--- src/rtl/wdt_apb.sv ---
// wdt_apb: APB watchdog timer with a programmable prescaler.
// The first expiry raises WDTIntr. A second expiry without a keyed kick enters
// BITE, which asserts WDTRstReq if RSTEN is set and holds it until PRESETn.
//
// Bus handshake: this is a single-cycle APB slave, so PREADY is tied high. A write
// commits on the PCLK edge where PSEL & PENABLE & PWRITE are all high. PRDATA is
// purely combinational from PADDR and does not depend on PSEL or PENABLE.
module wdt_apb #(
    parameter int          XLEN    = 32,
    parameter int          CNT_W   = 32,
    parameter logic [31:0] KICKKEY = 32'hD09F_00D5
) (
    input  logic              PCLK,
    input  logic              PRESETn,
    input  logic              PSEL,
    input  logic              PENABLE,
    input  logic              PWRITE,
    input  logic [4:0]        PADDR,
    input  logic [XLEN-1:0]   PWDATA,
    input  logic [XLEN/8-1:0] PSTRB,
    output logic [XLEN-1:0]   PRDATA,
    output logic              PREADY,
    output logic              WDTIntr,
    output logic              WDTRstReq,
    output logic [1:0]        dbg_state
);

    typedef enum logic [1:0] {
        S_IDLE = 2'd0,
        S_RUN  = 2'd1,
        S_WARN = 2'd2,
        S_BITE = 2'd3
    } state_t;

    localparam logic [2:0] A_CTRL   = 3'd0;
    localparam logic [2:0] A_LOAD   = 3'd1;
    localparam logic [2:0] A_COUNT  = 3'd2;
    localparam logic [2:0] A_KICK   = 3'd3;
    localparam logic [2:0] A_STATUS = 3'd4;

    // Register state
    state_t             state_q, state_nxt;
    logic               ctrl_en, ctrl_rsten, ctrl_lock;
    logic [3:0]         ctrl_ps;
    logic [CNT_W-1:0]   load_q, load_nxt;
    logic [CNT_W-1:0]   count_q, count_nxt;
    logic [15:0]        pre_q, pre_nxt;
    logic               st_warn, st_badkey;
    logic               rstreq_q, rstreq_nxt;
    logic               warn_set;

    // Bus decode
    logic [63:0]        wdata_ext;
    logic [7:0]         strb_ext;
    logic [31:0]        wdata;
    logic [3:0]         strb;
    logic               lane_hi;
    logic [2:0]         reg_sel;
    logic               wr_en, ctrl_wr, load_wr, kick_wr, stat_wr;
    logic               kick_ok, kick_bad, en_nxt;
    logic [15:0]        ps_mask;
    logic               tick;
    logic [31:0]        load_ext;
    logic [31:0]        rdata;
    logic [1:0]         unused_paddr;

    assign unused_paddr = PADDR[1:0];

    // Select the 32-bit word lane of the bus; on a 64-bit bus PADDR[2] picks the upper half.
    always_comb begin
        wdata_ext               = '0;
        wdata_ext[XLEN-1:0]     = PWDATA;
        strb_ext                = '0;
        strb_ext[XLEN/8-1:0]    = PSTRB;
        lane_hi                 = (XLEN == 64) && PADDR[2];
        wdata                   = lane_hi ? wdata_ext[63:32] : wdata_ext[31:0];
        strb                    = lane_hi ? strb_ext[7:4]    : strb_ext[3:0];
    end

    // Decode register strobes, kick validity, the effective EN bit and the prescaler tick.
    always_comb begin
        reg_sel  = PADDR[4:2];
        wr_en    = PSEL & PENABLE & PWRITE;
        ctrl_wr  = wr_en && (reg_sel == A_CTRL) && !ctrl_lock;
        load_wr  = wr_en && (reg_sel == A_LOAD) && !ctrl_lock;
        kick_wr  = wr_en && (reg_sel == A_KICK);
        stat_wr  = wr_en && (reg_sel == A_STATUS);
        kick_ok  = kick_wr && (strb == 4'hF) && (wdata == KICKKEY);
        kick_bad = kick_wr && !kick_ok;
        // EN as it will be after this cycle, so an EN write acts without a cycle of lag
        en_nxt   = (ctrl_wr && strb[0]) ? wdata[0] : ctrl_en;
        ps_mask  = ~(16'hFFFF << ctrl_ps);
        tick     = (pre_q & ps_mask) == ps_mask;
    end

    // Byte-lane merge of a LOAD write into the current LOAD value.
    always_comb begin
        load_ext = 32'(load_q);
        for (int b = 0; b < 4; b++) begin
            if (load_wr && strb[b]) begin
                load_ext[8*b +: 8] = wdata[8*b +: 8];
            end
        end
        load_nxt = load_ext[CNT_W-1:0];
    end

    // Watchdog FSM next state: counter, prescaler, WARN set and reset-request capture.
    always_comb begin
        state_nxt  = state_q;
        count_nxt  = count_q;
        pre_nxt    = pre_q;
        warn_set   = 1'b0;
        rstreq_nxt = rstreq_q;
        case (state_q)
            S_IDLE: begin
                if (en_nxt) begin
                    state_nxt = S_RUN;
                    count_nxt = load_q;
                    pre_nxt   = '0;
                end else if (kick_ok) begin
                    count_nxt = load_q;
                    pre_nxt   = '0;
                end
            end
            S_RUN, S_WARN: begin
                pre_nxt = pre_q + 16'd1;
                if (!en_nxt) begin
                    state_nxt = S_IDLE;
                    pre_nxt   = pre_q;
                end else if (kick_ok) begin
                    // a valid kick beats an expiring tick in the same cycle
                    state_nxt = S_RUN;
                    count_nxt = load_q;
                    pre_nxt   = '0;
                end else if (tick) begin
                    if (count_q == '0) begin
                        if (state_q == S_RUN) begin
                            state_nxt = S_WARN;
                            warn_set  = 1'b1;
                            count_nxt = load_q;
                        end else begin
                            state_nxt  = S_BITE;
                            rstreq_nxt = ctrl_rsten;
                        end
                    end else begin
                        count_nxt = count_q - CNT_W'(1);
                    end
                end
            end
            S_BITE: begin
                // frozen until PRESETn
            end
            default: state_nxt = S_IDLE;
        endcase
    end

    // FSM state register and counters.
    always_ff @(posedge PCLK or negedge PRESETn) begin
        if (!PRESETn) begin
            state_q  <= S_IDLE;
            count_q  <= '1;
            pre_q    <= '0;
            rstreq_q <= 1'b0;
        end else begin
            state_q  <= state_nxt;
            count_q  <= count_nxt;
            pre_q    <= pre_nxt;
            rstreq_q <= rstreq_nxt;
        end
    end

    // CTRL and LOAD registers; LOCK is set-only and blocks further CTRL/LOAD writes.
    always_ff @(posedge PCLK or negedge PRESETn) begin
        if (!PRESETn) begin
            ctrl_en    <= 1'b0;
            ctrl_rsten <= 1'b0;
            ctrl_ps    <= '0;
            ctrl_lock  <= 1'b0;
            load_q     <= '1;
        end else begin
            if (ctrl_wr && strb[0]) begin
                ctrl_en    <= wdata[0];
                ctrl_rsten <= wdata[1];
                ctrl_ps    <= wdata[7:4];
            end
            if (ctrl_wr && strb[1] && wdata[8]) begin
                ctrl_lock <= 1'b1;
            end
            load_q <= load_nxt;
        end
    end

    // STATUS sticky flags: write-one-to-clear, with a same-cycle set taking priority.
    always_ff @(posedge PCLK or negedge PRESETn) begin
        if (!PRESETn) begin
            st_warn   <= 1'b0;
            st_badkey <= 1'b0;
        end else begin
            st_warn   <= warn_set | (st_warn & ~(stat_wr & strb[0] & wdata[0]));
            st_badkey <= kick_bad | (st_badkey & ~(stat_wr & strb[0] & wdata[1]));
        end
    end

    // Read mux, replicated across both halves of a 64-bit bus.
    always_comb begin
        case (reg_sel)
            A_CTRL:   rdata = {23'b0, ctrl_lock, ctrl_ps, 2'b00, ctrl_rsten, ctrl_en};
            A_LOAD:   rdata = 32'(load_q);
            A_COUNT:  rdata = 32'(count_q);
            A_STATUS: rdata = {28'b0, state_q, st_badkey, st_warn};
            default:  rdata = 32'b0;
        endcase
        PRDATA = {(XLEN/32){rdata}};
    end

    assign PREADY    = 1'b1;
    assign WDTIntr   = st_warn;
    assign WDTRstReq = rstreq_q;
    assign dbg_state = state_q;

endmodule

--- config.mk ---
export PLATFORM = sky130hd
export DESIGN_NAME = wdt_apb
export DESIGN_NICKNAME = d
export VERILOG_FILES = /design/src/rtl/wdt_apb.sv
export SDC_FILE = /design/constraint.sdc
export NUM_CORES = 1
export LEC_CHECK = 0
export ABC_AREA = 1
export BUFFER_PORTS_ARGS = -buffer_cell sky130_fd_sc_hd__buf_2
export CORE_MARGIN = 1.5
export CORE_UTILIZATION = 55
export CTS_CLUSTER_SIZE = 28
export DETAILED_ROUTE_END_ITERATION = 8
export PLACE_DENSITY = 0.76
export SYNTH_ARGS = -nofsm -noshare
export SYNTH_HDL_FRONTEND = slang
export SYNTH_SLANG_ARGS = --single-unit
--- constraint.sdc ---
create_clock -name PCLK -period 2.45 [get_ports PCLK]
set_clock_uncertainty 0.1 [all_clocks]
set_input_delay 0.49 -clock PCLK [delete_from_list [all_inputs] [get_ports PCLK]]
set_output_delay 0.49 -clock PCLK [all_outputs]
set_load 0.005 [all_outputs]
After elaboration in Yosys (flattened, before gate mapping):

Cells that the tools add are included.

* $add $sub $neg: 2
* equal/unequal tests: 16
* shift-type cells: 1
* mux-type cells: 28
* bitwise logic cells: 15
* reduce and logical (&&, ||, !) cells: 27

Operators by type and width (count)
* 32-bit two-way mux: 7
* 32-bit case mux with 4 select lines: 1
* 16-bit two-way mux: 4
* 32-bit case mux with 2 select lines: 1
* 32-bit == test (second input constant): 1
* 32-bit zero test: 1
* 16-bit case mux with 2 select lines: 1
* 32-bit by 1-bit subtractor with 32-bit output (second input constant): 1
* 16-bit by 1-bit adder with 16-bit output (second input constant): 1
* 16-bit bitwise AND: 1
* 16-bit == test: 1
* 1-bit logical AND: 16
* 16-bit NOT: 1
* 16-bit by 4-bit << shifter with 16-bit output (first input constant): 1
* 4-bit != test (second input constant): 3
* 2-bit two-way mux: 5
* 1-bit two-way mux: 8
* 1-bit bitwise AND: 7
* 3-bit by 2-bit == test with 1-bit output (second input constant): 2
* 3-bit != test (second input constant): 2
* 6-bit AND reduction: 1
* 5-bit AND reduction: 1
* 4-bit == test (second input constant): 1
* 2-bit != test (second input constant): 2
* other kinds (14): 19

* register bits after elaboration: 92
* bits of input ports: 46
* output and inout bits: 37
* word-level logic and storage cells: 103

Logic depth before layout (Yosys ltp):

Gate-level depths: netlist (run 1).

* depth in word-level cells: 9
* gate-level depth with buffers: 15
* depth with buffers taken out: 14

Worst setup path before layout (run 1):

OpenSTA, ideal clock, no wires.

* kind: input to output
* from: input port PADDR[2]
* to: output port PRDATA[12]
* arrival: 1.562 ns
* data required time: 1.860 ns
* path slack: 0.298 ns
* stages: 4
* path buffers: 1
* cell sequence: nor3_1 inv_1 buf_2 o21ai_0

* word-level cells in the longest chain between the ends: 2
* elaborated cells on any way between the ends: 5
* those cells by class: eq/ne (3); mux (1); reduce/logical (1)

Ends and longest elaborated chain
* from (decl): line 18 `input logic [4:0] PADDR,`
* 3-bit == test, or another cell as far along: line 206 `case (reg_sel)`
* 32-bit case mux with 4 select lines (*): line 206
* to (decl): line 21 `output logic [XLEN-1:0] PRDATA,`

Every way passes the cells marked *; elsewhere a longest branch is shown, timed or not.

Worst setup path in the final report (run 1):

* from: input port PADDR[2]
* to: output port PRDATA[11]

The elaborated chain is that of the path after synthesis.

==> qor.txt, run 1 <==
final core utilization -> 0.653
Seq cells post-synth -> 91
PD cells -> 857 mW/mm²
pin slew with the least headroom to its limit -> 0.563 ns
CP Launch Type -> input port
total number of vias -> 6649
Top Ports -> 83
RSZ-0062 raised after global routing -> false
initial core utilization -> 0.567
clk slew on worst S/H paths -> 0.07 ns
global route total overflow -> 0
period utilization -> 0.947
Max Fclk -> 431 MHz
GRT Overall Usage -> 0.314
mapped cell area -> 0.00650 mm²
Root Buffer -> clkbuf_16
Routed Wire Length -> 19000 µm
syn nets -> 1067
hold path startpoint -> PWDATA[29]
fill count -> 1106
post-route insts no fill -> 1255
dpl cells -> 1238
HP Class -> input port to register
cts repair resizes -> 0
CTS tree -> built
Crit Path Class -> input port to primary output
area taken by multi-input logic gates -> 0.00348 mm²
Clock Sinks -> 91
DR iter-0 viols -> 574
CTS max path bufs -> 2
Gate Count Post-Synth -> 1014
Routability Congestion -> 0.940
initial antenna violation count -> 0
post-synthesis sequential area ratio -> 0.362
placed standard-cell area -> 0.00720 mm²
first-pass GRT wire length -> 30800 µm
die footprint -> 0.0125 mm²
Via density -> 5.30
WP data arrival -> 1.73 ns
Yosys cell types -> 36
Seq. cell area -> 0.00236 mm²
PortBufs -> 79
Worst slew margin -> 0.623
pin count of the biggest net entering global routing -> 49
area grow syn2layout -> 15.1%
share of layout cells above drive strength 1 -> 0.190
worst-path fanout max -> 12
worst r2r src -> dbg_state[0]
# nets final -> 1160
area leader, netlist -> dfstp_2
drt drc -> 0
Worst setup EP type -> primary output
outcome -> completed
ranking of synthesized cells by area -> dfstp_2, nand2_1, dfrtp_1
VDD IR max -> 0.000771 V
synth warn -> 0
Hold Fails Final Rpt -> 0
Inserted Clock Buffers -> 9
max_cap viols -> 0
die height -> 112 µm
final count of negative-setup-slack endpoints -> 0
fin crit period -> 2.32 ns
Clock H-tree levels -> 3
total power -> 6420 µW
ant diodes -> 0
row count -> 39
vias in the first global route -> 6002
routed wire length per instance -> 15.1 µm
die width -> 112 µm
max-slew violation count -> 0
Final ANT Viol Nets -> 0
Setup Fix Bufs, Post-CTS -> 0
DP HPWL -> 14500 µm
final setup TNS -> 0 ns
LEAKAGE -> 0.00381 µW
Req. time, crit path -> 1.86 ns
Avg Inst Size Synth -> 6.42 µm²
drt pass-1 iters -> 7
CP startpoint -> PADDR[2]
top cell type's share of synthesized area -> 0.259
core footprint -> 0.0115 mm²
fin area -> 0.00749 mm²
worst skew pair latency -> 0.36 ns
[cell usage after synthesis, drive strengths merged]
cell type	count
a21oi	15
a22o	1
buf	20
clkbuf	6
clkinv	1
conb	1
dfrtp	27
dfstp	64
ha	7
inv	137
mux2	5
nand2	375
nand3	55
nand3b	6
nand4	20
nor2	154
nor3	9
o2111ai	2
o211ai	3
o21ai	65
o221ai	4
o22ai	16
xnor2	3
xor2	18
[flip-flops by register name, indices dropped and copies added, names as in the netlist]
register / flops
ctrl_rsten: 1
count_q: 32
ctrl_ps: 4
load_q: 32
ctrl_lock: 1
WDTIntr: 1
st_badkey: 1
WDTRstReq: 1
ctrl_en: 1
dbg_state: 2
pre_q: 15
[power by group]
| group | switching (µW) | internal, µW | total, µW |
|---|---|---|---|
| Combinational | 1890 | 990 | 2880 |
| Sequential | 303 | 1890 | 2200 |
| Clock | 640 | 704 | 1340 |
| Total | 2830 | 3590 | 6420 |
[repair_timing]
item,in CTS,in global routing
hold buffers,1,0
hold endpoints to repair,4,0
setup endpoints to repair,0,0
[metrics by stage]
step           worst slack, ns  hold WS (ns)
2_1_floorplan            0.298        0.0944
3_3_place_gp             0.136         0.256
3_5_place_dp             0.140         0.257
4_1_cts                  0.140         0.264
5_1_grt                0.00283         0.282
6_report                 0.130         0.270
[area by class of cell]
class                      count  share of cell area
clock buffer                  11              0.0311
clock inverter                 5             0.00585
tap                          143              0.0239
timing repair buffer         108              0.0909
sequential                    91               0.315
inverter                     138              0.0692
multi-input combinational    759               0.464
[layout by cell type, fill, tap and decap left out, types with 7 or more instances in the layout]
| cell type | synthesis | layout |
|---|---|---|
| clkbuf_16 | 0 | 9 |
| dfstp_2 | 64 | 64 |
| nand4_1 | 19 | 19 |
| xor2_1 | 18 | 18 |
| o21ai_0 | 62 | 62 |
| dfrtp_1 | 27 | 27 |
| nor2_1 | 148 | 148 |
| nand3_1 | 49 | 49 |
| ha_1 | 7 | 7 |
| a21oi_1 | 15 | 15 |
| buf_4 | 5 | 24 |
| inv_1 | 134 | 134 |
| buf_2 | 11 | 78 |
| nand2_1 | 371 | 371 |
| o22ai_1 | 16 | 16 |
| nor3_1 | 9 | 9 |
[layer usage]
layer	up-vias	track usage	part of all wire
met5	-	0	0
met4	0	0.0743	0.018
met3	23	0.0664	0.087
met2	293	0.485	0.44
met1	2989	0.454	0.46
li1	3344	-	-
[kinds of logic (layout without fill, tap and decap cells)]
logic type,count (synthesis),count (layout),synth area share
buf+inv,164,262,0.103
flops,91,91,0.362
compound gates,106,106,0.0898
fa+ha+maj,7,7,0.0135
simple gates,619,619,0.394
mux,5,5,0.00865
xor+xnor,21,21,0.0283
other cells,1,1,0.000576
[final timing paths]
| kind | end | slack (ns) | cells past startpoint |
|---|---|---|---|
| max | PRDATA[11] | 0.13 | 6 |
| min | load_q[29] | 0.27 | 3 |
| max reg2reg | count_q[21] | 0.21 | 10 |
| min reg2reg | count_q[31] | 0.38 | 2 |
| max in group asynchronous | count_q[1] | 1.14 | 3 |
| min in group asynchronous | ctrl_lock | 0.42 | 2 |
[critical path, cell delays in order]
cell     delay, ns
buf_2         0.13
nor3_1        0.26
inv_1         0.32
buf_4         0.26
o22ai_1       0.12
buf_2         0.14
No activity file was read; power rests on OpenSTA's default activity.
==> run 2, diff against run 1 <==
--- a/config.mk
+++ b/config.mk
@@ -7,7 +7,7 @@
 export LEC_CHECK = 0
 export ABC_AREA = 1
 export BUFFER_PORTS_ARGS = -buffer_cell sky130_fd_sc_hd__buf_2
-export CORE_MARGIN = 1.5
+export CORE_MARGIN = 4
 export CORE_UTILIZATION = 55
 export CTS_CLUSTER_SIZE = 28
 export DETAILED_ROUTE_END_ITERATION = 8
==> qor.txt, run 2 (synthesized netlist as in run 1, its figures left out) <==
final setup TNS -> 0 ns (unchanged)
CP bufs+invs -> 3 (-1)
Via density -> 5.29 (-0.15%)
total number of vias -> 6623 (-0.39%)
die height -> 117 µm (+4.5%)
Req. time, crit path -> 1.86 ns (about the same)
Max Fclk -> 436 MHz (+1.1%)
max_cap viols -> 0 (unchanged)
worst skew pair latency -> 0.36 ns (about the same)
Worst slew margin -> 0.618 (-0.00468)
drt pass-1 iters -> 6 (-1)
post-route setup slack -> 0.155 ns (+0.0251 ns)
WP data arrival -> 1.71 ns (-0.02 ns)
pin count of the biggest net entering global routing -> 41 (-16%)
CP max stage delay -> 0.36 ns (+0.04 ns)
pin slew with the least headroom to its limit -> 0.570 ns (+0.00699 ns)
HP Class -> input port to register
Crit Path Class -> input port to primary output
initial antenna violation count -> 0 (unchanged)
final count of negative-setup-slack endpoints -> 0 (unchanged)
core footprint -> 0.0115 mm² (+0.43%)
ant diodes -> 0 (unchanged)
commonest cells after routing, fill and taps aside -> nand2_1, nor2_1, inv_1, buf_2, dfstp_2
Worst Hold End -> load_q[24]
share of layout cells above drive strength 1 -> 0.189 (-0.000388)
slowest CP cell -> nor3_1
row count -> 39 (unchanged)
Worst setup EP type -> primary output
fin crit period -> 2.30 ns (-0.0251 ns)
Clock H-tree levels -> 3 (unchanged)
routed wire length per instance -> 14.9 µm (-1.0%)
vias in the first global route -> 6087 (+1.4%)
Setup Fix Bufs, Post-CTS -> 0 (unchanged)
Routed Wire Length -> 18700 µm (-1.3%)
Final ANT Viol Nets -> 0 (unchanged)
CP Cell Sequence -> buf_2, nor3_1, inv_2, o21ai_0, buf_2
Top Ports -> 83 (unchanged)
hold path depth -> 3 (unchanged)
PD cells -> 847 mW/mm² (-1.3%)
pre-CTS setup slack -> 0.0741 ns (-0.0662 ns)
die footprint -> 0.0136 mm² (+9.1%)
Routability Congestion -> 0.954 (+1.5%)
worst-path fanout max -> 11 (-1)
initial core utilization -> 0.565 (-0.00240)
Hold Fails Final Rpt -> 0 (unchanged)
FF-to-FF setup slack -> 0.17 ns (-0.04 ns)
PortBufs -> 79 (unchanged)
RSZ-0062 raised after global routing -> false
period utilization -> 0.937 (-0.0102)
drt drc -> 0 (unchanged)
CP Launch Type -> input port
instance count on the critical path -> 5 (-1)
CTS tree -> built
clk slew on worst S/H paths -> 0.07 ns (about the same)
first-pass GRT wire length -> 30200 µm (-2.1%)
CTS max path bufs -> 2 (unchanged)
outcome -> completed
Regs by FF count -> count_q x32, load_q x32, pre_q x15
CP top delay family -> buffers and inverters
# nets final -> 1157 (-0.26%)
most frequent CP cell -> buf_2
LEAKAGE -> 0.00379 µW (-0.68%)
Clock Sinks -> 91 (unchanged)
Inserted Clock Buffers -> 9 (unchanged)
hold path startpoint -> PWDATA[24]
Root Buffer -> clkbuf_16
Worst R2R End -> count_q[26]
worst r2r src -> dbg_state[0]
DP HPWL -> 14500 µm (about the same)
VDD IR max -> 0.000348 V (-55%)
max-slew violation count -> 0 (unchanged)
global route total overflow -> 0 (unchanged)
area grow syn2layout -> 14.4%
most common cell after layout, fill and taps aside -> nand2_1
die width -> 117 µm (+4.5%)
GRT Overall Usage -> 0.284 (-0.0305)
DR iter-0 viols -> 585 (+1.9%)
FF-to-FF path depth -> 10 (unchanged)
==> run 2: area by class of cell <==
class,instances,area [µm²]
fillers,1123,4070
multi-input cells,759,3480
flip-flops and latches,91,2360
repair buffers,105,643
inverters,138,518
clock buffers,11,233
well taps,143,179
clock inverters,5,37.5
==> run 2: report_power, final <==
group	internal [µW]	switching (µW)
combinational	946	1850
sequential	1890	293
clock	695	630
total	3530	2770
==> run 2: tightest hold or removal path: cells and delay by family <==
kind,cells,cell delay [ns]
buf+inv,2,0.15
compound gates,1,0.08
==> run 2: worst max path at each step <==
| stage | start | endpoint | slack (ns) |
|---|---|---|---|
| global route | dbg_state[0] | count_q[3] | 0.07 |
| finish | PADDR[2] | PRDATA[12] | 0.15 |
| floorplan | PADDR[2] | PRDATA[12] | 0.30 |
| global placement | PADDR[2] | PRDATA[31] | 0.13 |
| CTS | PADDR[2] | PRDATA[31] | 0.13 |
| detailed placement | PWDATA[21] | count_q[16] | 0.07 |
==> run 2: per-layer routing <==
metal,track usage,share of wire,vias to the layer above
li1,-,-,3344
met1,0.418,0.47,3000
met2,0.430,0.43,246
met3,0.0415,0.073,33
met4,0.0887,0.025,0
met5,0,0,-
==> run 2: timing repair <==
item	in CTS	in global routing
gates resized for setup	0	1
hold buffers	0	0
setup endpoints to repair	0	1
==> run 2: through the flow <==
step / total power (µW) / area (µm²) / util / hold WS (ns) / cells
2_1_floorplan: 4170 / 6500 / - / 0.0944 / 1014
3_3_place_gp: 4910 / 7170 / 0.623 / 0.359 / 1236
3_5_place_dp: 4950 / 7170 / 0.623 / 0.360 / 1236
4_1_cts: 6280 / 7440 / 0.646 / 0.274 / 1252
5_1_grt: 6780 / 7440 / 0.646 / 0.285 / 1252
6_report: 6300 / 7440 / 0.646 / 0.273 / 1252
